[src/rtl/yaki_router_pkg.sv]
// rtl/yaki_router_pkg.sv - shared widths, arbiter states and header field helpers
package yaki_router_pkg;

    localparam int DATA_SIZE       = 8;
    localparam int PKT_LENGTH_BITS = 5;
    localparam int PKT_ADDR_BITS   = DATA_SIZE - PKT_LENGTH_BITS;

    typedef enum logic [1:0] {
        IDLE = 2'd0,
        HDR  = 2'd1,
        PLD  = 2'd2
    } arb_state_t;

    // Header layout: length in the upper bits, destination address in the lower bits.
    function automatic logic [PKT_LENGTH_BITS-1:0] hdr_length(input logic [DATA_SIZE-1:0] hdr);
        return hdr[DATA_SIZE-1:PKT_ADDR_BITS];
    endfunction

    function automatic logic [PKT_ADDR_BITS-1:0] hdr_addr(input logic [DATA_SIZE-1:0] hdr);
        return hdr[PKT_ADDR_BITS-1:0];
    endfunction

endpackage

[src/rtl/yaki_rr_picker.sv]
// rtl/yaki_rr_picker.sv - combinational round-robin one-hot selector
module yaki_rr_picker #(
    parameter int NUM_CHN = 4,
    parameter int PTR_W   = 2
) (
    input  logic [NUM_CHN-1:0] req,
    input  logic [PTR_W-1:0]   rr_ptr,
    output logic [NUM_CHN-1:0] gnt
);

    int   idx;
    logic found;

    // Scan starting at rr_ptr and wrap; the first requester wins.
    always_comb begin
        gnt   = '0;
        found = 1'b0;
        idx   = 0;
        for (int i = 0; i < NUM_CHN; i++) begin
            idx = int'(rr_ptr) + i;
            if (idx >= NUM_CHN) begin
                idx = idx - NUM_CHN;
            end
            if (!found && req[idx]) begin
                gnt[idx] = 1'b1;
                found    = 1'b1;
            end
        end
    end

endmodule

[src/rtl/yaki_out_arbiter.sv]
// rtl/yaki_out_arbiter.sv - packet-granular round-robin arbiter from channel FIFOs to one output
module yaki_out_arbiter #(
    parameter int NUM_CHN         = 4,
    parameter int DATA_SIZE       = yaki_router_pkg::DATA_SIZE,
    parameter int PKT_LENGTH_BITS = yaki_router_pkg::PKT_LENGTH_BITS
) (
    input  logic                           clk,
    input  logic                           rst,
    input  logic [NUM_CHN-1:0]             fifo_empty,
    input  logic [NUM_CHN*DATA_SIZE-1:0]   fifo_data,
    output logic [NUM_CHN-1:0]             fifo_rd_en,
    input  logic                           out_ready,
    output logic [DATA_SIZE-1:0]           data_out,
    output logic                           out_valid,
    output logic [NUM_CHN-1:0]             grant,
    output logic                           busy,
    output logic                           pkt_done
);

    import yaki_router_pkg::*;

    localparam int PTR_W = (NUM_CHN > 1) ? $clog2(NUM_CHN) : 1;

    arb_state_t                 state, state_nxt;
    logic [PTR_W-1:0]           rr_ptr, g_idx, pick_idx, nxt_ptr;
    logic [PKT_LENGTH_BITS-1:0] cnt;
    logic [NUM_CHN-1:0]         pick;
    logic [DATA_SIZE-1:0]       head;
    logic                       any_req, rd, pkt_end;

    yaki_rr_picker #(
        .NUM_CHN (NUM_CHN),
        .PTR_W   (PTR_W)
    ) u_picker (
        .req    (~fifo_empty),
        .rr_ptr (rr_ptr),
        .gnt    (pick)
    );

    always_comb begin
        pick_idx = '0;
        for (int i = 0; i < NUM_CHN; i++) begin
            if (pick[i]) begin
                pick_idx = PTR_W'(i);
            end
        end
    end

    assign any_req = |(~fifo_empty);
    assign head    = fifo_data[int'(g_idx)*DATA_SIZE +: DATA_SIZE];
    assign nxt_ptr = (int'(g_idx) == NUM_CHN-1) ? '0 : g_idx + 1'b1;
    assign busy    = (state != IDLE);

    // While granted, grant is exactly the owner's one-hot, so it doubles as the read strobe.
    assign fifo_rd_en = (rd && !rst) ? grant : '0;

    always_comb begin
        state_nxt = state;
        rd        = 1'b0;
        pkt_end   = 1'b0;
        unique case (state)
            IDLE: begin
                if (any_req) begin
                    state_nxt = HDR;
                end
            end
            HDR: begin
                if (out_ready && !fifo_empty[g_idx]) begin
                    rd = 1'b1;
                    if (hdr_length(head) == '0) begin
                        state_nxt = IDLE;
                        pkt_end   = 1'b1;
                    end else begin
                        state_nxt = PLD;
                    end
                end
            end
            PLD: begin
                if (out_ready && !fifo_empty[g_idx]) begin
                    rd = 1'b1;
                    if (cnt == PKT_LENGTH_BITS'(1)) begin
                        state_nxt = IDLE;
                        pkt_end   = 1'b1;
                    end
                end
            end
            default: state_nxt = IDLE;
        endcase
    end

    always_ff @(posedge clk) begin
        if (rst) begin
            state     <= IDLE;
            rr_ptr    <= '0;
            g_idx     <= '0;
            grant     <= '0;
            cnt       <= '0;
            data_out  <= '0;
            out_valid <= 1'b0;
            pkt_done  <= 1'b0;
        end else begin
            state    <= state_nxt;
            pkt_done <= pkt_end;
            if (state == IDLE && any_req) begin
                grant <= pick;
                g_idx <= pick_idx;
            end
            if (pkt_end) begin
                grant  <= '0;
                rr_ptr <= nxt_ptr;
            end
            if (rd) begin
                cnt <= (state == HDR) ? hdr_length(head) : cnt - 1'b1;
            end
            // A stalled output keeps its byte; a ready cycle without a read retires it.
            if (out_ready) begin
                out_valid <= rd;
                if (rd) begin
                    data_out <= head;
                end
            end
        end
    end

endmodule

[config.mk]
export PLATFORM = sky130hd
export DESIGN_NAME = yaki_out_arbiter
export DESIGN_NICKNAME = d
export VERILOG_FILES = /design/src/rtl/yaki_router_pkg.sv /design/src/rtl/yaki_rr_picker.sv /design/src/rtl/yaki_out_arbiter.sv
export SDC_FILE = /design/constraint.sdc
export NUM_CORES = 1
export LEC_CHECK = 0
export CAP_MARGIN = 20
export CORE_MARGIN = 3
export CORE_UTILIZATION = 50
export CTS_CLUSTER_SIZE = 16
export DETAILED_ROUTE_END_ITERATION = 10
export GPL_TIMING_DRIVEN = 0
export HOLD_SLACK_MARGIN = 0.06
export PLACE_DENSITY = 0.95
export SYNTH_ARGS = -nofsm -noshare
export SYNTH_HDL_FRONTEND = slang
export SYNTH_SLANG_ARGS = --single-unit
[constraint.sdc]
create_clock -name clk -period 6.5 [get_ports clk]
set_input_delay 1.3 -clock clk [delete_from_list [all_inputs] [get_ports clk]]
set_output_delay 1.3 -clock clk [all_outputs]
set_load 0.05 [all_outputs]
==> out/qor.yml, run 1 <==
placement:
  portBuffers: 53
  hpwl_um: 3450
  placed_cells_incl_taps: 290
  gp_congestion: 0.826
finish:
  fin_cells: 294
  antennaDiodeCount: 0
  syn_to_final_growth_pct: 35.1
  final_nets: 300
  drive_gt1_share_pct: 11.2
sta:
  tns_ns: 0
  finalSetupViolCount: 0
  finalHoldViolations: 0
  fmax_mhz: 210
  worstMarginPinSlew_ns: 0.521
  report.final.slew_viol_count: 0
  skew_ns: 0.00267
  max_slew_margin_pct: 65.1
  fin_crit_sh_pct: 73.3
  period_minus_slack_ns: 4.76
  rsz0062_at_grt: "no"
synthesis:
  synth-warning-count: 0
  synth_top_area_share_pct: 28.5
  synth_area_leader_cell: "dfxtp_1"
  yosys_most_used_dff: "dfxtp_1"
  ys_types: 48
  synth_edf_count: 0
  synth_area_um2: 1750
  syn_area_per_cell_um2: 9.09
  synth_most_common_cell: "dfxtp_1"
  synth.area.top_cells: "dfxtp_1, mux4_2, ha_1"
  async_reset_ff_share_pct: 0
  netlist_instances: 193
  ys_ff_latch: 25
  ys_seq_area_share_pct: 28.5
  synthTopCellsByCount: "dfxtp_1, nand2_1, nor2_1"
  synthesis.nets: 242
setup_path:
  required_ns: 5.20
  startpoint_type: "input port"
  reg2reg_slack_ns: 3.92
  r2r_cells: 8
  setup.worst_path.class: "input port to output pin"
  critPathMaxStageDelay_ns: 0.81
  slowest_stage: "clkdlybuf4s50_1"
  arrival_ns: 3.46
  crit_path_end_kind: "output pin"
  r2r_start: "rr_ptr[0]$_SDFFE_PP0P_"
  path_cells: "clkbuf_1 > mux4_2 > nand3b_4 > nor2_1 > and2_1 > clkdlybuf4s50_1"
  worstReg2RegEnd: "grant[1]$_SDFFE_PP0P_"
  cp_max_fo: 10
die:
  dieArea_um2: 4250
  io_pins: 58
  start_util_pct: 54.8
  rows: 20
  die_h_um: 65.2
  fp.coreArea_um2: 3200
  die_x_um: 65.2
power_and_ir_drop:
  p_leak_nw: 0.859
  power.density_nw_per_um2: 329
  vdd_drop_max_uv: 134
global_route:
  grt.overflow.total: 0
  grt_pass1_vias: 1726
  grt_max_degree: 16
  grt_pass1_wl_um: 7670
  antenna_found_initial: 0
  grt_use_total_pct: 22.7
cts:
  clock_path_buffers: 2
  clk-insertion-delay-late_ns: 0.33
  cts_made_buffers: 3
  htree_levels: 1
  hold_buffers: 0
  cts.clk_slew.worst_paths_ns: 0.15
  tritoncts: "done"
  cts.sinks: 25
  post_cts_buffers: 0
  cts-root-buf: "clkbuf_4"
  ctsResizeCount: 0
routing:
  ant_nets: 0
  via_per_inst: 5.74
  drt_pass1_iterations: 4
  vias: 1688
  drtIter0Drc: 111
  drc: 0
  wl_per_cell_um: 15.0
  drt-total-wl_um: 4410
hold_path:
  hold_depth: 2
  hold_path_class: "flip-flop to flip-flop"
  min_to: "data_out[3]$_SDFFE_PP0P_"
  hp-start: "data_out[3]$_SDFFE_PP0P_"
flow_run:
  drv_cap: 0
status:
  outcome: "finished, final reports clean"
==> layout by cell type (no fill, tap or decap), types with 8 or more instances in the layout <==
cell,count
a211oi_1,8
nor2_1,19
a21oi_1,12
clkbuf_1,8
inv_1,10
nand2_1,22
clkdlybuf4s50_1,53
dfxtp_1,25
mux4_2,11
ha_1,10
==> layer usage <==
layer,GRT usage [%],part of all wire [%],vias to the layer above
li1,-,-,827
met4,6.48,1.5,0
met3,3.93,6.1,9
met5,0,0,-
met2,38.9,48,64
met1,29.1,44,788
==> critical path, delay by kind of cell <==
family | cells | cell delay, ns
buffers and inverters | 2 | 0.98
muxes | 1 | 0.57
and+or+nand+nor | 3 | 0.61
==> power by group <==
part | total [mW] | switching [mW] | internal, mW
logic | 0.483 | 0.282 | 0.201
registers | 0.222 | 0.0301 | 0.191
clock network | 0.0745 | 0.0509 | 0.0236
total | 0.779 | 0.363 | 0.416
==> kinds of logic (layout without fill, tap and decap cells) <==
group,count (synthesis),count (layout),synth area share [%]
AOI/OAI and AO/OA,51,51,20.8
DFF,25,25,28.5
adders and majority gates,10,10,7.13
buffers and inverters,24,81,5.78
muxes,16,16,18.0
and+or+nand+nor,67,67,19.8
==> through the flow <==
stage / total power [mW] / hold WS [ns] / setup slack, ns / util, % / cell area (um2)
3_3_place_gp: 0.685 / 0.444 / 1.74 / 73.0 / 2340
5_1_grt: 0.830 / 0.478 / 1.63 / 74.0 / 2370
4_1_cts: 0.777 / 0.465 / 1.73 / 74.0 / 2370
3_5_place_dp: 0.702 / 0.446 / 1.73 / 73.0 / 2340
2_1_floorplan: 0.571 / 0.480 / 2.43 / - / 1750
6_report: 0.779 / 0.465 / 1.74 / 74.0 / 2370
==> sequential cells by signal, summed over array words and instances (netlist names) <==
register	cells
rr_ptr	2
grant	4
cnt	5
out_valid	1
g_idx	2
pkt_done	1
data_out	8
state	2
==> worst max-delay path by stage <==
stage	startpoint	end	cells past startpoint
after floorplan	fifo_empty[3]	fifo_rd_en[0]	5
after detailed placement	fifo_empty[3]	fifo_rd_en[2]	6
after global routing	fifo_empty[3]	fifo_rd_en[3]	6
after CTS	fifo_empty[3]	fifo_rd_en[2]	6
after global placement	fifo_empty[3]	fifo_rd_en[1]	6
final	fifo_empty[3]	fifo_rd_en[2]	6
==> area by class of cell <==
cell class                      instances  area (um2)
Timing Repair Buffer                   53         531
Clock buffer                            3        22.5
Sequential cell                        25         500
Buffer                                 13        60.1
Clock inverter                          1        7.51
Fill cell                             267         833
Multi-Input combinational cell        144        1150
Tap cell                               44        55.1
Inverter                               11        41.3
Power figures use the tool's default switching activity.
==> run 2: changes to the inputs <==
Settings changed: CORE_UTILIZATION 50 to 42, PLACE_DENSITY 0.95 to 0.89.
Clock period 6.5 ns to 3.8 ns, I/O delays scaled along.
==> run 2 against run 1 <==
Combinational power increased by 70%; core utilization decreased by 12 points; final area grew 1.4%; non-clock buffer count unchanged; die area rose by 17%; via count rose by 0.18%; clock skew hardly changed; cell count increased by 1.4%; setup slack worse by 1.2 ns; first-iteration DRC count increased by 22%; power increased by 75%.
==> out/qor.yml, run 2 (synthesis results as in run 1) <==
global_route:
  grt.overflow.total: 0  # unchanged
  grt_pass1_wl_um: 7560  # -1.4%
  grt_max_degree: 16  # unchanged
  grt_use_total_pct: 18.3  # -4.3 points
  grt_pass1_vias: 1664  # -3.6%
  antenna_found_initial: 0  # unchanged
sta:
  fmax_mhz: 305
  finalSetupViolCount: 0  # unchanged
  tns_ns: 0  # unchanged
  rsz0062_at_grt: "no"
  finalHoldViolations: 0  # unchanged
  skew_ns: 0.00313  # +0.000458 ns
  fin_crit_sh_pct: 86.3
  max_slew_margin_pct: 65.8  # +0.70 points
  timing.final.ws_setup_ns: 0.520  # -1.22 ns
  worstMarginPinSlew_ns: 0.511  # -0.0104 ns
  report.final.slew_viol_count: 0  # unchanged
  period_minus_slack_ns: 3.28
power_and_ir_drop:
  pwr-share-clk_pct: 12.2  # +2.6 points
  p_switching_mw: 0.616  # +70%
  vdd_drop_max_uv: 265  # +98%
  swShare_pct: 45.3  # -1.4 points
  power.density_nw_per_um2: 567  # +72%
  p_int_mw: 0.746  # +79%
  p_leak_nw: 0.941  # +9.6%
  power_mw: 1.36  # +75%
  comb_power_share_pct: 60.3  # -1.7 points
  seq_power_share_pct: 27.5  # -0.9 points
die:
  io_pins: 58  # unchanged
  die_h_um: 70.6  # +8.3%
  rows: 22  # +10%
  start_util_pct: 45.5  # -9.2 points
  dieArea_um2: 4990  # +17%
  fp.coreArea_um2: 3850  # +20%
  die_x_um: 70.6  # +8.3%
setup_path:
  r2r_cells: 8  # unchanged
  arrival_ns: 2.52  # -0.94 ns
  setup.worst_path.class: "input port to output pin"
  critPathMaxStageDelay_ns: 0.56  # -0.25 ns
  startpoint_type: "input port"
  crit_path_end_kind: "output pin"
  required_ns: 3.04  # -2.16 ns
  slowest_stage: "mux4_2"
  path_cells: "clkbuf_1 > mux4_2 > nand3b_4 > nor2_1 > and2_1 > dlymetal6s2s_1"
  cp_max_fo: 10  # unchanged
finish:
  syn_to_final_growth_pct: 37.0
  mostFrequentLayoutCells: "clkdlybuf4s50_1, dfxtp_1, nand2_1, nor2_1, a21oi_1"
  final_common_cell: "clkdlybuf4s50_1"
  fillers: 335  # +25%
  fin_util_pct: 62.4  # -12 points
  final_nets: 300  # unchanged
  fin_cells: 298  # +1.4%
  largest-register: "data_out"
  antennaDiodeCount: 0  # unchanged
  largestRegisters: "data_out (8), cnt (5), grant (4)"
  drive_gt1_share_pct: 11.2  # unchanged
  largest_reg_flops: 8  # unchanged
routing:
  wl_per_cell_um: 15.2  # +1.3%
  drtIter0Drc: 135  # +22%
  via_per_inst: 5.67  # -1.2%
  ant_nets: 0  # unchanged
  drt-total-wl_um: 4530  # +2.7%
  drt_pass1_iterations: 4  # unchanged
  drc: 0  # unchanged
  vias: 1691  # +0.18%
cts:
  tritoncts: "done"
  post_cts_buffers: 0  # unchanged
  cts-root-buf: "clkbuf_8"
  cts.sinks: 25  # unchanged
  clock_path_buffers: 2  # unchanged
  clk-insertion-delay-late_ns: 0.28  # -0.05 ns
  ctsResizeCount: 0  # unchanged
  cts_made_buffers: 3  # unchanged
  cts.clk_slew.worst_paths_ns: 0.09  # -0.06 ns
  hold_buffers: 0  # unchanged
  htree_levels: 1  # unchanged
placement:
  hpwl_um: 3540  # +2.7%
  gp_congestion: 0.954  # +15%
  placed_cells_incl_taps: 294  # +1.4%
  portBuffers: 53  # unchanged
  post-place-ws_ns: 0.105  # -1.63 ns
status:
  outcome: "finished, final reports clean"
hold_path:
  hold_depth: 2  # unchanged
  hold_path_class: "flip-flop to flip-flop"
flow_run:
  drv_cap: 0  # unchanged
==> run 2: metrics by stage <==
stage               instance area [um2]  hold slack (ns)
CTS                                2390            0.462
detailed placement                 2340            0.448
global placement                   2340            0.441
global route                       2400            0.481
floorplan                          1750            0.480
finish                             2400            0.459
==> run 2: worst max-delay path, delay by kind of cell <==
kind / cells / cell delay [ns]
simple gates: 3 / 0.61
buf+inv: 2 / 0.59
mux: 1 / 0.56
==> run 2: path summary, 6_finish.rpt <==
| kind | from | endpoint | slack [ns] |
|---|---|---|---|
| hold / removal | data_out[5]$_SDFFE_PP0P_ | data_out[5]$_SDFFE_PP0P_ | 0.46 |
| setup / recovery | fifo_empty[3] | fifo_rd_en[3] | 0.52 |
| setup reg to reg | rr_ptr[0]$_SDFFE_PP0P_ | g_idx[1]$_SDFFE_PP0P_ | 1.18 |
| hold reg to reg | data_out[5]$_SDFFE_PP0P_ | data_out[5]$_SDFFE_PP0P_ | 0.46 |
==> run 2: final cells by class <==
type	instances	area (um2)	share of cell area, %
Multi-Input combinational cell	144	1150	47.9
Sequential cell	25	500	20.8
Tap cell	48	60.1	2.50
Inverter	11	41.3	1.72
Clock inverter	1	7.51	0.312
Timing Repair Buffer	53	541	22.5
Clock buffer	3	41.3	1.72
Buffer	13	60.1	2.50
==> run 2: routing by layer <==
layer | GRT usage, % | vias to the layer above | wire [um]
li1 | - | 823 | -
met1 | 20.7 | 806 | 1700
met3 | 3.13 | 6 | 314
met4 | 6.05 | 0 | 56
met2 | 34.7 | 56 | 2450
met5 | 0 | - | 0
==> run 2: power groups by stage <==
stage | clock network [mW] | logic (mW) | registers, mW
floorplan | 0 | 0.492 | 0.485
global placement | 0 | 0.802 | 0.376
detailed placement | 0 | 0.821 | 0.381
CTS | 0.168 | 0.827 | 0.375
global route | 0.181 | 0.898 | 0.384
finish | 0.166 | 0.822 | 0.374
==> run 3: changes to the inputs <==
--- a/config.mk
+++ b/config.mk
@@ -6,4 +6,5 @@
 export NUM_CORES = 1
 export LEC_CHECK = 0
+export ABC_AREA = 1
 export CAP_MARGIN = 20
 export CORE_MARGIN = 3
==> constraint.sdc (replaced) <==
create_clock -name clk -period 3.8 [get_ports clk]
set_input_delay 0.95 -clock clk [delete_from_list [all_inputs] [get_ports clk]]
set_output_delay 0.95 -clock clk [all_outputs]
set_load 0.05 [all_outputs]
==> run 3 against run 2 <==
Cell count grew 29%; sequential power shrank 5%; first-iteration DRC count shrank 2.2%; core utilization shrank 2.3 points; clock skew shrank 0.0021 ns; die area grew 2.7%; clock power shrank 5%; power shrank 10%; setup slack lost 0.21 ns; wire length grew 5.4%; critical path depth grew 3; area after synthesis grew 2.9%; critical path type unchanged; critical endpoint is now fifo_rd_en[1]; highest routed layer unchanged.
==> out/qor.yml, run 3 <==
power_and_ir_drop:
  p_leak_nw: 1.03  # +9.3%
  power.density_nw_per_um2: 498  # -12%
  power_mw: 1.22  # -10%
  vdd_drop_max_uv: 386  # +46%
synthesis:
  syn_area_per_cell_um2: 6.59  # -28%
  synth_area_leader_cell: "dfxtp_1"
  synth.area.top_cells: "dfxtp_1, nand2_1, nand3_1"
  ys_types: 29  # -40%
  synth_top_area_share_pct: 27.7  # -0.81 points
  synthesis.nets: 323  # +33%
  synth_edf_count: 0  # unchanged
  synth-warning-count: 0  # unchanged
  synth_area_um2: 1810  # +2.9%
  ys_seq_area_share_pct: 27.7  # -0.81 points
  synth_most_common_cell: "nand2_1"
  synthTopCellsByCount: "nand2_1, nand3_1, dfxtp_1"
  yosys_most_used_dff: "dfxtp_1"
  async_reset_ff_share_pct: 0  # unchanged
  netlist_instances: 274  # +42%
  ys_ff_latch: 25  # unchanged
status:
  outcome: "finished, final reports clean"
die:
  dieArea_um2: 5120  # +2.7%
  start_util_pct: 44.2  # -1.3 points
  die_x_um: 71.6  # +1.3%
  io_pins: 58  # unchanged
  rows: 23  # +4.5%
  die_h_um: 71.6  # +1.3%
  fp.coreArea_um2: 4090  # +6.0%
setup_path:
  path_cells: "clkdlybuf4s50_1 > nand2_1 > nand3_1 > nand2_1 > nand3_2 > inv_2 > nand2_1 > nor2_1 > clkbuf_2"
  startpoint_type: "input port"
  r2r_cells: 12  # +4
  crit_path_end_kind: "output pin"
  cpMostUsedCell: "nand2_1"
  worst-path-buf-inv: 3  # +1
  critical_path.top_delay_family: "buffers and inverters"
  setup.worst_path.class: "input port to output pin"
  cp_num_cells: 9  # +3
  cp_max_fo: 9  # -1
  slowest_stage: "clkdlybuf4s50_1"
  arrival_ns: 2.54  # +0.02 ns
  required_ns: 2.85  # -0.19 ns
  critPathMaxStageDelay_ns: 0.47  # -0.09 ns
finish:
  fillers: 408  # +22%
  largest-register: "data_out"
  syn_to_final_growth_pct: 35.9
  antennaDiodeCount: 0  # unchanged
  largest_reg_flops: 8  # unchanged
  mostFrequentLayoutCells: "nand2_1, clkdlybuf4s50_1, nand3_1, dfxtp_1, inv_1"
  final_common_cell: "nand2_1"
  final_nets: 384  # +28%
  largestRegisters: "data_out (8), cnt (5), grant (4)"
  drive_gt1_share_pct: 11.4  # +0.18 points
  fin_cells: 384  # +29%
  final_area_um2: 2450  # +2.1%
sta:
  worstMarginPinSlew_ns: 0.569  # +0.0576 ns
  finalSetupViolCount: 0  # unchanged
  rsz0062_at_grt: "no"
  fmax_mhz: 286  # -6.1%
  max_slew_margin_pct: 62.1  # -3.7 points
  fin_crit_sh_pct: 91.9  # +5.6 points
  skew_ns: 0.00100  # -0.00212 ns
  finalHoldViolations: 0  # unchanged
  report.final.slew_viol_count: 0  # unchanged
  timing.final.ws_setup_ns: 0.307  # -0.213 ns
  period_minus_slack_ns: 3.49  # +0.213 ns
routing:
  wl_per_cell_um: 12.4  # -18%
  vias: 1977  # +17%
  via_per_inst: 5.15  # -9.3%
  drt-total-wl_um: 4770  # +5.4%
  drtIter0Drc: 132  # -2.2%
  drc: 0  # unchanged
  drt_pass1_iterations: 4  # unchanged
  ant_nets: 0  # unchanged
placement:
  post-place-ws_ns: -0.233  # -0.338 ns
  gp_congestion: 0.856  # -10%
  dpl_cell_area_um2: 2430  # +3.6%
  hpwl_um: 3830  # +8.0%
  portBuffers: 56  # +5.7%
  placed_cells_incl_taps: 380  # +29%
global_route:
  grt.overflow.total: 0  # unchanged
  grt_pass1_vias: 1831  # +10%
  antenna_found_initial: 0  # unchanged
  grt_pass1_wl_um: 7960  # +5.3%
  grt_use_total_pct: 18.9  # +0.61 points
  grt_max_degree: 14  # -2
cts:
  cts.clk_slew.worst_paths_ns: 0.08  # about the same
  cts.sinks: 25  # unchanged
  cts_made_buffers: 3  # unchanged
  htree_levels: 1  # unchanged
  clk-insertion-delay-late_ns: 0.27  # about the same
  clock_path_buffers: 2  # unchanged
  cts-root-buf: "clkbuf_8"
  hold_buffers: 0  # unchanged
  tritoncts: "done"
hold_path:
  hold_path_class: "flip-flop to flip-flop"
  hold_depth: 2  # unchanged
flow_run:
  drv_cap: 0  # unchanged
==> run 3: cell types whose count changed after synthesis, sizes merged, moves of 6 or more <==
cell,change
nand2,+63
nand3,+36
inv,+15
o21ai,+15
mux4,-12
a21oi,+8
a211oi,-7
nor2,+6
==> run 3: layout make-up <==
class	instances	area, um2	area share [%]
Buffer	9	62.6	2.55
Timing Repair Buffer	56	541	22.0
Multi-Input combinational cell	214	1140	46.7
Inverter	26	97.6	3.98
Sequential cell	25	500	20.4
Tap cell	50	62.6	2.55
Clock buffer	4	45.0	1.84
==> run 3: layer usage <==
| metal | routed length, um | track usage, % |
|---|---|---|
| met1 | 2040 | 21.9 |
| met2 | 2370 | 34.2 |
| met3 | 287 | 4.63 |
| met4 | 70 | 5.85 |
| met5 | 0 | 0 |
==> run 3: power breakdown <==
part | internal [mW] | leakage (nW) | switching [mW] | total [mW]
logic | 0.256 | 0.803 | 0.452 | 0.707
clock network | 0.0751 | 0.0228 | 0.0816 | 0.157
registers | 0.319 | 0.204 | 0.0382 | 0.357
==> run 3: metrics by stage <==
stage               TNS [ns]  hold slack (ns)  utilization (%)
floorplan                  0            0.457                -
finish                     0            0.470             60.0
global route               0            0.492             60.0
CTS                        0            0.474             60.4
detailed placement    -0.802            0.459             59.4
global placement      -0.725            0.457             59.4
==> run 3: tightest hold or removal path, stage by stage, from the launching register on <==
cell     delay (ns)
dfxtp_1        0.32
nand2_1        0.06
a21oi_1        0.05
==> run 3: path summary, 6_finish.rpt <==
path,start,endpoint,slack (ns)
setup / recovery,fifo_empty[1],fifo_rd_en[1],0.31
hold / removal,data_out[0]$_SDFFE_PP0P_,data_out[0]$_SDFFE_PP0P_,0.47
setup reg to reg,rr_ptr[1]$_SDFFE_PP0P_,g_idx[0]$_SDFFE_PP0P_,1.79
hold reg to reg,data_out[0]$_SDFFE_PP0P_,data_out[0]$_SDFFE_PP0P_,0.47
==> run 3: cells by family (layout without fill, tap and decap cells) <==
kind of cell             count (synthesis)  after routing  share of synthesized area [%]
buffers and inverters                   35             95                           8.87
XOR/XNOR                                 1              1                          0.485
flip-flops                              25             25                           27.7
AND/OR/NAND/NOR                        152            152                           39.8
AO/OA/AOI/OAI                           51             51                           16.2
adder cells (fa/ha/maj)                 10             10                           6.93
==> run 3: what timing repair did <==
action                     CTS  global route
setup endpoints to repair    4             4
cloned                       0             0
pin swaps                    0             0
gates resized for setup      4             8
buffers inserted             0             0
